[src/rtl/coin_credit_arbiter.sv]
// coin_credit_arbiter: counts coin insertions per coin type and offers them
// one at a time as credits through a valid/ready output slot.
// Optional feature macro: COIN_ARB_ROUND_ROBIN_EN selects round-robin
// arbitration (nickel -> dime -> quarter); otherwise fixed priority
// quarter > dime > nickel.
module coin_credit_arbiter #(
  parameter int unsigned PEND_MAX = 3
) (
  input  logic       clk,
  input  logic       rst,
  input  logic       nickel,
  input  logic       dime,
  input  logic       quarter,
  input  logic       enable,
  input  logic       flush,
  input  logic       credit_ready,
  output logic       credit_valid,
  output logic [6:0] credit_amount,
  output logic [1:0] credit_coin,
  output logic       coin_reject,
  output logic       busy
);

  localparam logic [1:0] PEND_MAX_C = 2'(PEND_MAX);

  // Index 0 = nickel, 1 = dime, 2 = quarter.
  logic [2:0] coin_in;
  logic [2:0] coin_low_reg;  // input was sampled low: a rise now is a coin
  logic [2:0] coin_edge;
  logic [2:0] nonzero;
  logic [2:0] reject_vec;
  logic [2:0] sel;
  logic [2:0] dec;
  logic       slot_free;
  logic       load;
  logic [6:0] load_amount;
  logic [1:0] load_coin;

  assign coin_in   = {quarter, dime, nickel};
  assign coin_edge = coin_in & coin_low_reg;
  assign slot_free = ~credit_valid | credit_ready;
  assign load      = slot_free & enable & (|nonzero);
  assign dec       = load ? sel : 3'b000;
  assign busy      = (|nonzero) | credit_valid;

  // Edge-detect history; cleared by reset so a coin held high through
  // reset release must fall before its next rise is counted.
  always_ff @(posedge clk or posedge rst) begin
    if (rst) coin_low_reg <= 3'b000;
    else     coin_low_reg <= ~coin_in;
  end

  generate
    for (genvar gi = 0; gi < 3; gi++) begin : gen_coin
      logic [1:0] cnt_reg;
      logic [1:0] cnt_next;
      logic       full;

      assign full           = (cnt_reg == PEND_MAX_C);
      assign nonzero[gi]    = (cnt_reg != 2'd0);
      assign reject_vec[gi] = coin_edge[gi] & full & ~dec[gi];

      // Pending-count update: edge adds, load subtracts, both cancel.
      always_comb begin
        cnt_next = cnt_reg;
        if (flush)
          cnt_next = 2'd0;
        else if (coin_edge[gi] && !dec[gi] && !full)
          cnt_next = cnt_reg + 2'd1;
        else if (!coin_edge[gi] && dec[gi])
          cnt_next = cnt_reg - 2'd1;
      end

      // Pending-count register.
      always_ff @(posedge clk or posedge rst) begin
        if (rst) cnt_reg <= 2'd0;
        else     cnt_reg <= cnt_next;
      end
    end
  endgenerate

`ifdef COIN_ARB_ROUND_ROBIN_EN
  logic [1:0] ptr_reg;
  logic [1:0] ptr_next;

  // Round-robin pick starting at the pointer.
  always_comb begin
    sel = 3'b000;
    case (ptr_reg)
      2'd1: begin
        if      (nonzero[1]) sel = 3'b010;
        else if (nonzero[2]) sel = 3'b100;
        else if (nonzero[0]) sel = 3'b001;
      end
      2'd2: begin
        if      (nonzero[2]) sel = 3'b100;
        else if (nonzero[0]) sel = 3'b001;
        else if (nonzero[1]) sel = 3'b010;
      end
      default: begin
        if      (nonzero[0]) sel = 3'b001;
        else if (nonzero[1]) sel = 3'b010;
        else if (nonzero[2]) sel = 3'b100;
      end
    endcase
  end

  // Pointer advances to the coin after the one just loaded.
  always_comb begin
    ptr_next = ptr_reg;
    if (load && !flush) begin
      if      (sel[0]) ptr_next = 2'd1;
      else if (sel[1]) ptr_next = 2'd2;
      else if (sel[2]) ptr_next = 2'd0;
    end
  end

  // Round-robin pointer register.
  always_ff @(posedge clk or posedge rst) begin
    if (rst) ptr_reg <= 2'd0;
    else     ptr_reg <= ptr_next;
  end
`else
  // Fixed priority pick: quarter first, then dime, then nickel.
  always_comb begin
    sel = 3'b000;
    if      (nonzero[2]) sel = 3'b100;
    else if (nonzero[1]) sel = 3'b010;
    else if (nonzero[0]) sel = 3'b001;
  end
`endif

  // Value and source code of the selected coin.
  always_comb begin
    load_amount = 7'd0;
    load_coin   = 2'b00;
    if (sel[2]) begin
      load_amount = 7'd25;
      load_coin   = 2'b11;
    end else if (sel[1]) begin
      load_amount = 7'd10;
      load_coin   = 2'b10;
    end else if (sel[0]) begin
      load_amount = 7'd5;
      load_coin   = 2'b01;
    end
  end

  // Output slot and reject pulse; flush overrides everything.
  always_ff @(posedge clk or posedge rst) begin
    if (rst) begin
      credit_valid  <= 1'b0;
      credit_amount <= 7'd0;
      credit_coin   <= 2'b00;
      coin_reject   <= 1'b0;
    end else if (flush) begin
      credit_valid  <= 1'b0;
      credit_amount <= 7'd0;
      credit_coin   <= 2'b00;
      coin_reject   <= 1'b0;
    end else begin
      coin_reject <= |reject_vec;
      if (load) begin
        credit_valid  <= 1'b1;
        credit_amount <= load_amount;
        credit_coin   <= load_coin;
      end else if (slot_free) begin
        credit_valid  <= 1'b0;
        credit_amount <= 7'd0;
        credit_coin   <= 2'b00;
      end
    end
  end

endmodule
[config.mk]
export PLATFORM = sky130hd
export DESIGN_NAME = coin_credit_arbiter
export DESIGN_NICKNAME = d
export VERILOG_FILES = /design/src/rtl/coin_credit_arbiter.sv
export SDC_FILE = /design/constraint.sdc
export NUM_CORES = 1
export LEC_CHECK = 0
export ABC_CLOCK_PERIOD_IN_PS = 1800
export CAP_MARGIN = 10
export CORE_UTILIZATION = 35
export DETAILED_ROUTE_END_ITERATION = 12
export GPL_ROUTABILITY_DRIVEN = 0
export PLACE_DENSITY = 0.66
export RECOVER_POWER = 100
export SYNTH_ARGS = -nofsm -noshare
export SYNTH_HDL_FRONTEND = slang
export SYNTH_SLANG_ARGS = --single-unit
[constraint.sdc]
create_clock -name clk -period 1.8 [get_ports clk]
set_input_delay 0.36 -clock clk [delete_from_list [all_inputs] [get_ports clk]]
set_output_delay 0.36 -clock clk [all_outputs]
set_load 0.05 [all_outputs]
Word level (Yosys, flattened, before mapping)
Index checks and enable logic that the tools add are counted.
- logic and storage cells: 89
- RAM bits: 0
- memories: 0
- bits in registers: 20
- ROM bits: 0
- input port bits: 8
- bits in latches: 0
- output and inout bits: 12
- magnitude comparators: 0
- shifts and indexed selects: 0
- multiplexer cells: 29
- $add $sub $neg: 6
- divide/modulo/power cells: 0
- reductions and logical operators: 27
- multipliers: 0
- equal/unequal tests: 3
- bitwise logic cells: 16
- operator list (cell ; number):
    2-to-1 mux 2 bit ; 15
    2-to-1 mux 7 bit ; 3
    nonzero test 3 bit ; 4
    logical AND 1 bit ; 9
    zero test 1 bit ; 9
    2-to-1 mux 3 bit ; 3
    AND 1 bit ; 8
    adder 2 x 1 -> 2 bit (second input constant) ; 3
    equality test 2 bit (second input constant) ; 3
    2-to-1 mux 1 bit ; 6
    nonzero test 2 bit ; 3
    OR reduction 3 bit ; 2
    subtractor 2 x 1 -> 2 bit (second input constant) ; 3
    2-to-1 mux 5 bit ; 1
    2-to-1 mux 4 bit ; 1
    NOT 1 bit ; 4
    AND 3 bit ; 1
    NOT 3 bit ; 1
    OR 1 bit ; 2

Logic depth before layout (Yosys ltp)
Gate-level depths: netlist (run 1).
- depth in word-level cells: 10
- mapped depth: 5
- depth with buffers taken out: 4

Worst setup path after synthesis (run 1)
Ideal clock, no wire load.
- path kind: reg2reg
- start: register credit_valid
- end: register gen_coin[1].cnt_reg[1]
- period minus slack after synthesis: 1671 ps
- data arrival time: 1549 ps
- setup time: 122 ps
- setup slack: 129 ps
- stages on the path, launching flop included: 6
- required time: 1678 ps
- buffers on the path: 1
- path through: dfrtp_1 -> nand2b_1 -> buf_2 -> o2111ai_1 -> a31o_1 -> a32o_1
- word-level cells in the longest chain between the ends: 10
- elaborated cells on any way between the ends: 12
- classes of those cells: mux (3); bitwise (4); reduce/logical (5)
- ends and longest elaborated chain (element ; line ; source):
    start, declared ; 17 ; output logic credit_valid,
    start signal, assigned ; 152 ; credit_valid <= 1'b0;
    start signal, assigned ; 157 ; credit_valid <= 1'b0;
    start signal, assigned ; 164 ; credit_valid <= 1'b1;
    NOT 1 bit (*) ; 41 ; assign slot_free = ~credit_valid | credit_ready;
    OR 1 bit (*) ; 41 ;
    AND 1 bit (*) (2 in a row) ; 42 ; assign load = slot_free & enable & (|nonzero);
    2-to-1 mux 3 bit (*) ; 43 ; assign dec = load ? sel : 3'b000;
    zero test 1 bit ; 68 ; else if (coin_edge[gi] && !dec[gi] && !full)
    logical AND 1 bit (2 in a row) ; 68 ;
    2-to-1 mux 2 bit ; 68 ;
    2-to-1 mux 2 bit ; 66 ; if (flush)
    end signal, assigned ; 77 ; else cnt_reg <= cnt_next;
    end, declared ; 55 ; logic [1:0] cnt_reg;
Mark *: on every way between the ends. The rest lies on a longest branch, timed or not.
A chain may end at the register's enable or synchronous reset.

Worst setup path after layout (run 1)
- start: register gen_coin[1].cnt_reg[1]
- end: output busy
- word-level cells in the longest chain between the ends: 3
- ends and longest elaborated chain (element ; line ; source):
    nonzero test 2 bit ; 60 ; assign nonzero[gi] = (cnt_reg != 2'd0);
    OR reduction 3 bit ; 44 ; assign busy = (|nonzero) | credit_valid;
    OR 1 bit ; 44 ;
    end, declared ; 21 ; output logic busy
Every way passes these cells.

==> results of run 1 <==
power groups by stage:
stage	Combinational, mW	Clock (mW)	Sequential (mW)
4_1_cts	0.281	0.252	0.402
5_1_grt	0.316	0.264	0.409
2_1_floorplan	0.167	0	0.434
6_report	0.290	0.240	0.405
3_5_place_dp	0.271	0	0.410
3_3_place_gp	0.269	0	0.408
layer usage:
metal	vias to the layer above	global-route usage (%)	part of all wire (%)
li1	391	-	-
met3	5	4.06	3.4
met1	371	18.6	46
met4	0	11.0	3.0
met5	-	0	0
met2	19	26.8	47
synthesized netlist by cell type (2+ instances only):
library cell   n
nand3_1        5
buf_4          5
and3_1         2
nor2_1         7
xnor2_1        2
inv_1          6
o21ai_0        4
nor2b_1        2
nand2_1       10
clkbuf_1       2
a21oi_1        9
nand4_1        2
nand2b_1       2
dfrtp_1       16
repair_timing:
item,in CTS,in global routing
pin swaps,0,1
setup buffers,2,3
resized for setup,3,7
setup endpoints to repair,1,4
through the flow:
| step | utilization [%] | setup TNS [ns] |
|---|---|---|
| 2_1_floorplan | - | 0 |
| 3_3_place_gp | 46.5 | -0.0264 |
| 3_5_place_dp | 46.5 | -0.116 |
| 4_1_cts | 49.1 | 0 |
| 5_1_grt | 49.2 | -0.156 |
| 6_report | 49.2 | -0.0171 |
critical path: cells and delay by family (launching register included):
kind | cells | cell delay, ns
flip-flops | 1 | 0.45
AND/OR/NAND/NOR | 2 | 0.38
buffers and inverters | 2 | 0.33
cell type report:
type	instances	area (µm²)	area share [%]
timing repair buffer	30	199	17.6
tap	28	35.0	3.10
multi-input combinational	68	432	38.2
clock buffer	4	36.3	3.21
sequential	16	405	35.9
inverter	6	22.5	1.99
cell families (layout without fill, tap and decap cells):
group           count (synthesis)  in the layout  synth area share, %
compound gates                 23             23                 17.7
xor+xnor                        3              3                 2.97
buf+inv                        15             40                 9.46
flops                          16             16                 45.2
mux                             1              1                 1.13
other cells                     1              2                0.423
simple gates                   39             39                 23.2
worst paths after layout:
check	end	slack [ns]	cells past startpoint
worst min register to register	credit_amount[4]	0.53	2
max in group asynchronous	gen_coin[1].cnt_reg[1]	0.47	3
worst min-delay path	credit_amount[4]	0.53	2
worst max register to register	gen_coin[0].cnt_reg[0]	0.01	5
worst max-delay path	busy	-0.02	4
min in group asynchronous	coin_reject	0.74	3
==> metrics, run 1 <==
RSZ-0062 raised after global routing yes; share of cells above drive strength 1 21.0%; synth warn 0; startpoint types flop; max reg flops 6; Starting Density 38.6%; IO Pins 20; Fmax 0.550 GHz; Starting DRT DRC Count 12; post-synthesis instance total 98; CP cell instances nor4_4 > buf_4 > nand3b_1 > buf_6; nets 133; CP max FO 5; H-Tree Level Count 1; fin cells 152; worst r2r src gen_coin[2].cnt_reg[0]; Least-Margin Pin Slew 0.865 ns; WP data arrival 1.46 ns; # diodes 0; Total GRT Usage 16.4%; crit path from gen_coin[1].cnt_reg[1]; Synth area leader dfrtp_1; Slew headroom 42.4%; cell-internal power 0.619 mW; Hold Startpoint credit_amount[4]; vias in the first global route 739; pre-CTS setup slack -0.0727 ns; Hold Path Class reg -> reg; Fill cells 236; row count 17; register bit total from synthesis 16; Die W 52.3 µm; DPL Wire Length 1.41 mm; DRT Wirelength 1.95 mm; PortBufs 17; failing checks negative setup slack; Area contributors post-synth dfrtp_1 45%, a21oi_1 5.1%, buf_4 4.2%; clock slew at the register clock pins of the worst setup and hold paths 0.09 ns; Hold Buf Count CTS 0; core area 2300 µm²; Main synth FF type dfrtp_1; Max Cap Violations 0; net switching fraction of the power 33.8%; sequential-to-total area share from yosys stat 45.2%; largest net degree at the start of global routing 17; total power 0.936 mW; Max Transition Viols Final 0; Post-DP Area 1070 µm²; drt first pass iters 4; critical path required time 1.44 ns; final period utilization 101%; skew final 0.00405 ns; asr flop ratio synth 100%; Syn Area/Cell 9.04 µm²; number of placed cells counting well taps 143; design area 1130 µm²; wire per inst 12.8 µm; routed vias 786; clock share of power 25.7%; Longest Clk Path Bufs 2; setup violation total in the final timing report 1; first-pass GRT wire length 3.19 mm; commonest cells after routing, fill and taps aside 12 x dfrtp_1, 12 x clkbuf_1, 10 x nand2_1; Worst-Skew Late Latency 0.29 ns; Via density 5.17; Peak VDD IR 0.000462 V; status complete, but fails checks; clk sinks 16; CTS tree built; combinational power share 31.0%; total CTS buffers 3; final worst setup slack -0.0171 ns; WS Path Type reg -> out; Critical Path Max Stage Delay 0.45 ns; Synth cell types 38; Post-synth EDFFs 0; initial antenna violation count 0; Seq pwr share 43.3%; total gr overflow 0; area delta synth->final 27.5%; Fin Hold WS 0.528 ns; Die ar. 2740 µm²; power density cells 828 nW/µm²; Static Leak 0.493 nW; Crit-path slowest cell dfrtp_2; top-area cell type share of the netlist area 45.2%; die height 52.3 µm; post-detailed-route count of antenna-violating nets 0; NetSw 0.317 mW; root buffer cell clkbuf_4; Final Hold Fails 0; DRC viols 0; Mapped Area 886 µm²; crit path time final 1.82 ns; Worst Setup End Kind output pin
Note: power is estimated with default switching activity, not from simulation.
==> inputs of run 2 (changes only) <==
--- a/config.mk
+++ b/config.mk
@@ -6,7 +6,7 @@
 export NUM_CORES = 1
 export LEC_CHECK = 0
 export ABC_CLOCK_PERIOD_IN_PS = 1800
-export CAP_MARGIN = 10
+export CORE_MARGIN = 4
 export CORE_UTILIZATION = 35
 export DETAILED_ROUTE_END_ITERATION = 12
 export GPL_ROUTABILITY_DRIVEN = 0
==> run 2 against run 1 <==
  * The flow now finishes without violations
  * Non-clock buffer count unchanged
  * Design area down 1.3%
  * Fmax up 2.7%
  * Total power down 5.7%
  * Die area up 24%
  * Clock skew down 0.00061 ns
  * Highest routed layer unchanged
==> metrics, run 2 (synthesis gave the netlist of run 1 again) <==
Longest Clk Path Bufs 2 (unchanged); post-detailed-route count of antenna-violating nets 0 (unchanged); Peak VDD IR 0.000560 V (+21%); Die ar. 3400 µm² (+24%); die height 58.3 µm (+11%); total CTS buffers 3 (unchanged); Worst-Skew Late Latency 0.29 ns (about the same); startpoint types flop; CP max FO 3 (-2); RSZ-0062 raised after global routing yes; Max Cap Violations 0 (unchanged); routed vias 794 (+1.0%); reg2reg setup slack 0.05 ns (+0.04 ns); Max Transition Viols Final 0 (unchanged); root buffer cell clkbuf_4; Critical path destination busy; setup violation total in the final timing report 0 (-1); largest net degree at the start of global routing 17 (unchanged); hold depth 2 (unchanged); crit path from gen_coin[2].cnt_reg[1]; clock slew at the register clock pins of the worst setup and hold paths 0.09 ns (about the same); initial antenna violation count 0 (unchanged); design area 1110 µm² (-1.3%); Fmax 0.565 GHz (+2.7%); # diodes 0 (unchanged); highest routed layer met4; Hold Path Class reg -> reg; CTS tree built; Worst Setup End Kind output pin; Via density 5.26 (+1.7%); skew final 0.00344 ns (-0.000611 ns); clk sinks 16 (unchanged); RR Endpoint gen_coin[0].cnt_reg[0]; PortBufs 17 (unchanged); Least-Margin Pin Slew 0.854 ns (-0.0105 ns); number of placed cells counting well taps 143 (unchanged); max reg flops 6 (unchanged); fin cells 151 (-0.66%); total gr overflow 0 (unchanged); WP data arrival 1.41 ns (-0.05 ns); DPL Wire Length 1.49 mm (+5.7%); Hold Startpoint credit_amount[2]; crit path time final 1.77 ns (-0.0473 ns); worst r2r src gen_coin[1].cnt_reg[0]; drt first pass iters 4 (unchanged); DRT Wirelength 2.03 mm (+4.2%); first-pass GRT wire length 3.23 mm (+1.3%); commonest cells after routing, fill and taps aside 14 x dfrtp_1, 12 x clkbuf_1, 10 x nand2_1; area delta synth->final 25.8%; share of cells above drive strength 1 17.9% (-3.1 points); WS Path Type reg -> out; core area 2320 µm² (+0.93%); Starting Density 38.2% (-0.35 points); DRC viols 0 (unchanged); critical path required time 1.44 ns (about the same); power density cells 791 nW/µm² (-4.5%); most common cell after layout, fill and taps aside dfrtp_1; nets 133 (unchanged); Post-DP Area 1070 µm² (unchanged); Slew headroom 43.1% (+0.70 points); Starting DRT DRC Count 25 (+13); Final Hold Fails 0 (unchanged); Total GRT Usage 12.3% (-4.1 points); final period utilization 98.3% (-2.6 points); Worst Reg2Reg Path Length in Cells 5 (unchanged); H-Tree Level Count 1 (unchanged); row count 17 (unchanged); Static Leak 0.488 nW (-1.0%); metal1 wirelength 882 µm (-2.6%); Util after Layout 48.1% (-1.1 points); IO Pins 20 (unchanged); Met3 Routed Length 157 µm (+140%); status complete, no violations; wire per inst 13.5 µm (+4.8%); vias in the first global route 730 (-1.2%); WL met2 975 µm (+6.3%); Die W 58.3 µm (+11%)
-- run 2: changes by cell type in the layout (fill, tap and decap cells not counted), sizes merged --
cell / before / now
clkbuf: 17 / 15
buf: 10 / 11
-- run 2: layout make-up --
cell class | instances | area [µm²]
timing repair buffer | 30 | 209
tap | 28 | 35.0
multi-input combinational | 68 | 423
inverter | 6 | 22.5
clock buffer | 3 | 22.5
fill | 241 | 1200
sequential | 16 | 403
-- run 2: worst max-delay path, stage by stage, from the launching register on --
cell	delay, ns
dfrtp_2	0.43
nor4_2	0.27
buf_4	0.16
nand3b_1	0.09
buf_6	0.17
-- run 2: worst min path at each step --
stage / to / slack (ns)
finish: credit_amount[2] / 0.52
CTS: gen_coin[0].cnt_reg[0] / 0.38
floorplan: coin_low_reg[0] / 0.27
global route: credit_amount[2] / 0.55
detailed placement: credit_amount[2] / 0.51
global placement: credit_amount[4] / 0.51
-- run 2: through the flow --
stage,total power [mW],worst slack [ns],hold WS [ns],TNS (ns)
6_report,0.882,0.0301,0.522,0
5_1_grt,0.927,-0.0727,0.553,-0.143
4_1_cts,0.881,0.00499,0.378,0
3_5_place_dp,0.683,-0.0409,0.515,-0.0505
3_3_place_gp,0.678,-0.0213,0.506,-0.0220
2_1_floorplan,0.601,0.129,0.274,0
-- run 2: timing repair --
item | 4_1_cts | 5_1_grt
resized for setup | 2 | 6
hold buffers | 0 | 0
setup buffers | 2 | 3
pin swaps | 0 | 5
setup endpoints to repair | 1 | 2
-- run 2: layer usage --
metal  up-vias  global-route usage (%)
met5         -                       0
met4         0                    3.31
met3         4                    4.39
met2        30                    20.7
met1       370                    14.7
li1        390                       -
-- run 2: where the power goes --
group          internal, mW  switching (mW)  total (mW)
sequential            0.381          0.0193       0.400
combinational         0.114           0.181       0.295
clock                0.0778           0.109       0.187
==> inputs of run 3 (changes only) <==
--- a/config.mk
+++ b/config.mk
@@ -10,7 +10,6 @@
 export CORE_UTILIZATION = 35
 export DETAILED_ROUTE_END_ITERATION = 12
 export GPL_ROUTABILITY_DRIVEN = 0
-export PLACE_DENSITY = 0.66
 export RECOVER_POWER = 100
 export SYNTH_ARGS = -nofsm -noshare
 export SYNTH_HDL_FRONTEND = slang
==> run 3 against run 2 <==
  * Die area stayed put
  * First-iteration DRC count fell by 16%
  * Non-clock buffer count unchanged
  * Total power grew 6.6%
  * Fmax decreased by 0.45%
  * Clock power grew 29%
  * Sequential share of layout area is essentially flat
  * Flip-flop and latch count unchanged
  * Design area rose by 0.11%
  * Critical path type is now reg -> reg
  * Largest cell class unchanged
  * Largest power group unchanged
==> metrics, run 3 (synthesis gave the netlist of run 1 again) <==
number of placed cells counting well taps 142 (-0.70%); Max Transition Viols Final 0 (unchanged); initial antenna violation count 0 (unchanged); final period utilization 98.8% (+0.45 points); pre-CTS setup slack -0.0315 ns (+0.00938 ns); critical path required time 1.98 ns (+0.54 ns); DPL Wire Length 1.45 mm (-3.1%); die height 58.3 µm (unchanged); Hold Buf Count CTS 0 (unchanged); Hold Startpoint credit_amount[4]; Max Cap Violations 0 (unchanged); startpoint types flop; RR Endpoint gen_coin[0].cnt_reg[0]; Worst-Skew Late Latency 0.29 ns (about the same); area delta synth->final 26.0%; CP cell instances buf_4 > or4_4 > nor3_1 > xnor2_1 > o32ai_2; DRC viols 0 (unchanged); Min-Delay Endpoint credit_amount[4]; WP data arrival 1.95 ns (+0.54 ns); Starting Density 38.2% (unchanged); setup violation total in the final timing report 0 (unchanged); Die W 58.3 µm (unchanged); Via density 5.26 (about the same); max reg flops 6 (unchanged); reg2reg setup slack 0.02 ns (-0.03 ns); total gr overflow 0 (unchanged); Total GRT Usage 14.0% (+1.7 points); CP max FO 4 (+1); total CTS buffers 3 (unchanged); clock slew at the register clock pins of the worst setup and hold paths 0.09 ns (about the same); skew final 0.000724 ns (-0.00272 ns); Hold Path Class reg -> reg; Peak VDD IR 0.000494 V (-12%); Least-Margin Pin Slew 0.884 ns (+0.0297 ns); worst r2r src gen_coin[2].cnt_reg[0]; status complete, no violations; H-Tree Level Count 1 (unchanged); Final Hold Fails 0 (unchanged); post-detailed-route count of antenna-violating nets 0 (unchanged); crit path time final 1.78 ns (+0.00809 ns); Longest Clk Path Bufs 2 (unchanged); # diodes 0 (unchanged); hold depth 2 (unchanged); largest net degree at the start of global routing 17 (unchanged); DRT Wirelength 2.09 mm (+2.7%); PortBufs 17 (unchanged); Die ar. 3400 µm² (unchanged); Critical Path Max Stage Delay 0.57 ns (+0.14 ns); RSZ-0062 raised after global routing yes; row count 17 (unchanged); Crit-path slowest cell or4_4; drt first pass iters 4 (unchanged); Worst Reg2Reg Path Length in Cells 5 (unchanged); WS Path Type reg -> reg; IO Pins 20 (unchanged); Fmax 0.562 GHz (-0.45%); final worst setup slack 0.0220 ns (-0.00809 ns); core area 2320 µm² (unchanged); Starting DRT DRC Count 21 (-16%); fin cells 152 (+0.66%); Post-DP Area 1060 µm² (-0.70%); most common cell after layout, fill and taps aside dfrtp_1; commonest cells after routing, fill and taps aside 14 x dfrtp_1, 12 x clkbuf_1, 10 x nand2_1, 10 x buf_4, 9 x a21oi_1; share of cells above drive strength 1 17.7% (-0.14 points); Worst Setup End Kind flop; routed vias 800 (+0.76%); root buffer cell clkbuf_4; first-pass GRT wire length 3.70 mm (+15%); vias in the first global route 793 (+8.6%); Static Leak 0.489 nW (+0.33%); power density cells 843 nW/µm² (+6.5%); wire per inst 13.7 µm (+2.0%); Slew headroom 41.1% (-2.0 points); clk sinks 16 (unchanged); nets 133 (unchanged); design area 1120 µm² (+0.11%); CTS tree built
==> run 3: cell types whose count changed in the layout (fill, tap and decap cells not counted), sizes merged <==
cell	before	now
clkbuf	15	16
==> run 3: how the worst max path moves through the flow <==
| stage | start | end | slack [ns] | cells past startpoint |
|---|---|---|---|---|
| global placement | credit_ready | gen_coin[1].cnt_reg[1] | -0.01 | 5 |
| detailed placement | credit_ready | gen_coin[1].cnt_reg[1] | -0.03 | 5 |
| global route | gen_coin[2].cnt_reg[0] | busy | -0.03 | 4 |
| CTS | gen_coin[2].cnt_reg[0] | gen_coin[0].cnt_reg[0] | 0.008 | 5 |
| floorplan | credit_valid | gen_coin[1].cnt_reg[1] | 0.13 | 5 |
| finish | gen_coin[2].cnt_reg[0] | gen_coin[0].cnt_reg[0] | 0.02 | 5 |
==> run 3: power breakdown <==
part	switching [mW]	leakage, nW	internal (mW)
Clock	0.118	0.0210	0.123
Combinational	0.183	0.259	0.115
Sequential	0.0194	0.210	0.381
==> run 3: stage by stage <==
stage                     hold WS (ns)  TNS [ns]  power [mW]  util [%]
after floorplan                  0.274         0       0.601         -
final                            0.520         0       0.940      48.1
after global placement           0.511   -0.0136       0.677      45.8
after detailed placement         0.516   -0.0315       0.682      45.8
after global routing             0.563   -0.0513       0.999      48.1
after CTS                        0.371         0       0.948      49.0
==> run 3: area by class of cell <==
type / instances / area [µm²]
Inverter: 6 / 22.5
Sequential cell: 16 / 403
Clock buffer: 4 / 36.3
Multi-Input combinational cell: 68 / 418
Timing Repair Buffer: 30 / 201
Tap cell: 28 / 35.0
Fill cell: 249 / 1200
==> run 3: timing repair <==
action,in CTS,in global routing
pin swaps,0,0
setup endpoints to repair,1,2
buffers inserted,4,2
resized for setup,3,2
gates cloned,0,0
==> run 3: critical path: cells and delay by family, from the launching register on <==
kind,cells,cell delay [ns]
simple gates,2,0.82
flops,1,0.44
xor+xnor,1,0.17
buf+inv,1,0.14
compound gates,1,0.10
==> run 3: metal layers <==
layer | routed length (µm) | global-route usage [%] | share of wire (%)
met3 | 131 | 3.95 | 6.3
met2 | 964 | 21.4 | 46
met5 | 0 | 0 | 0
met4 | 45 | 5.30 | 2.2
met1 | 945 | 18.7 | 45
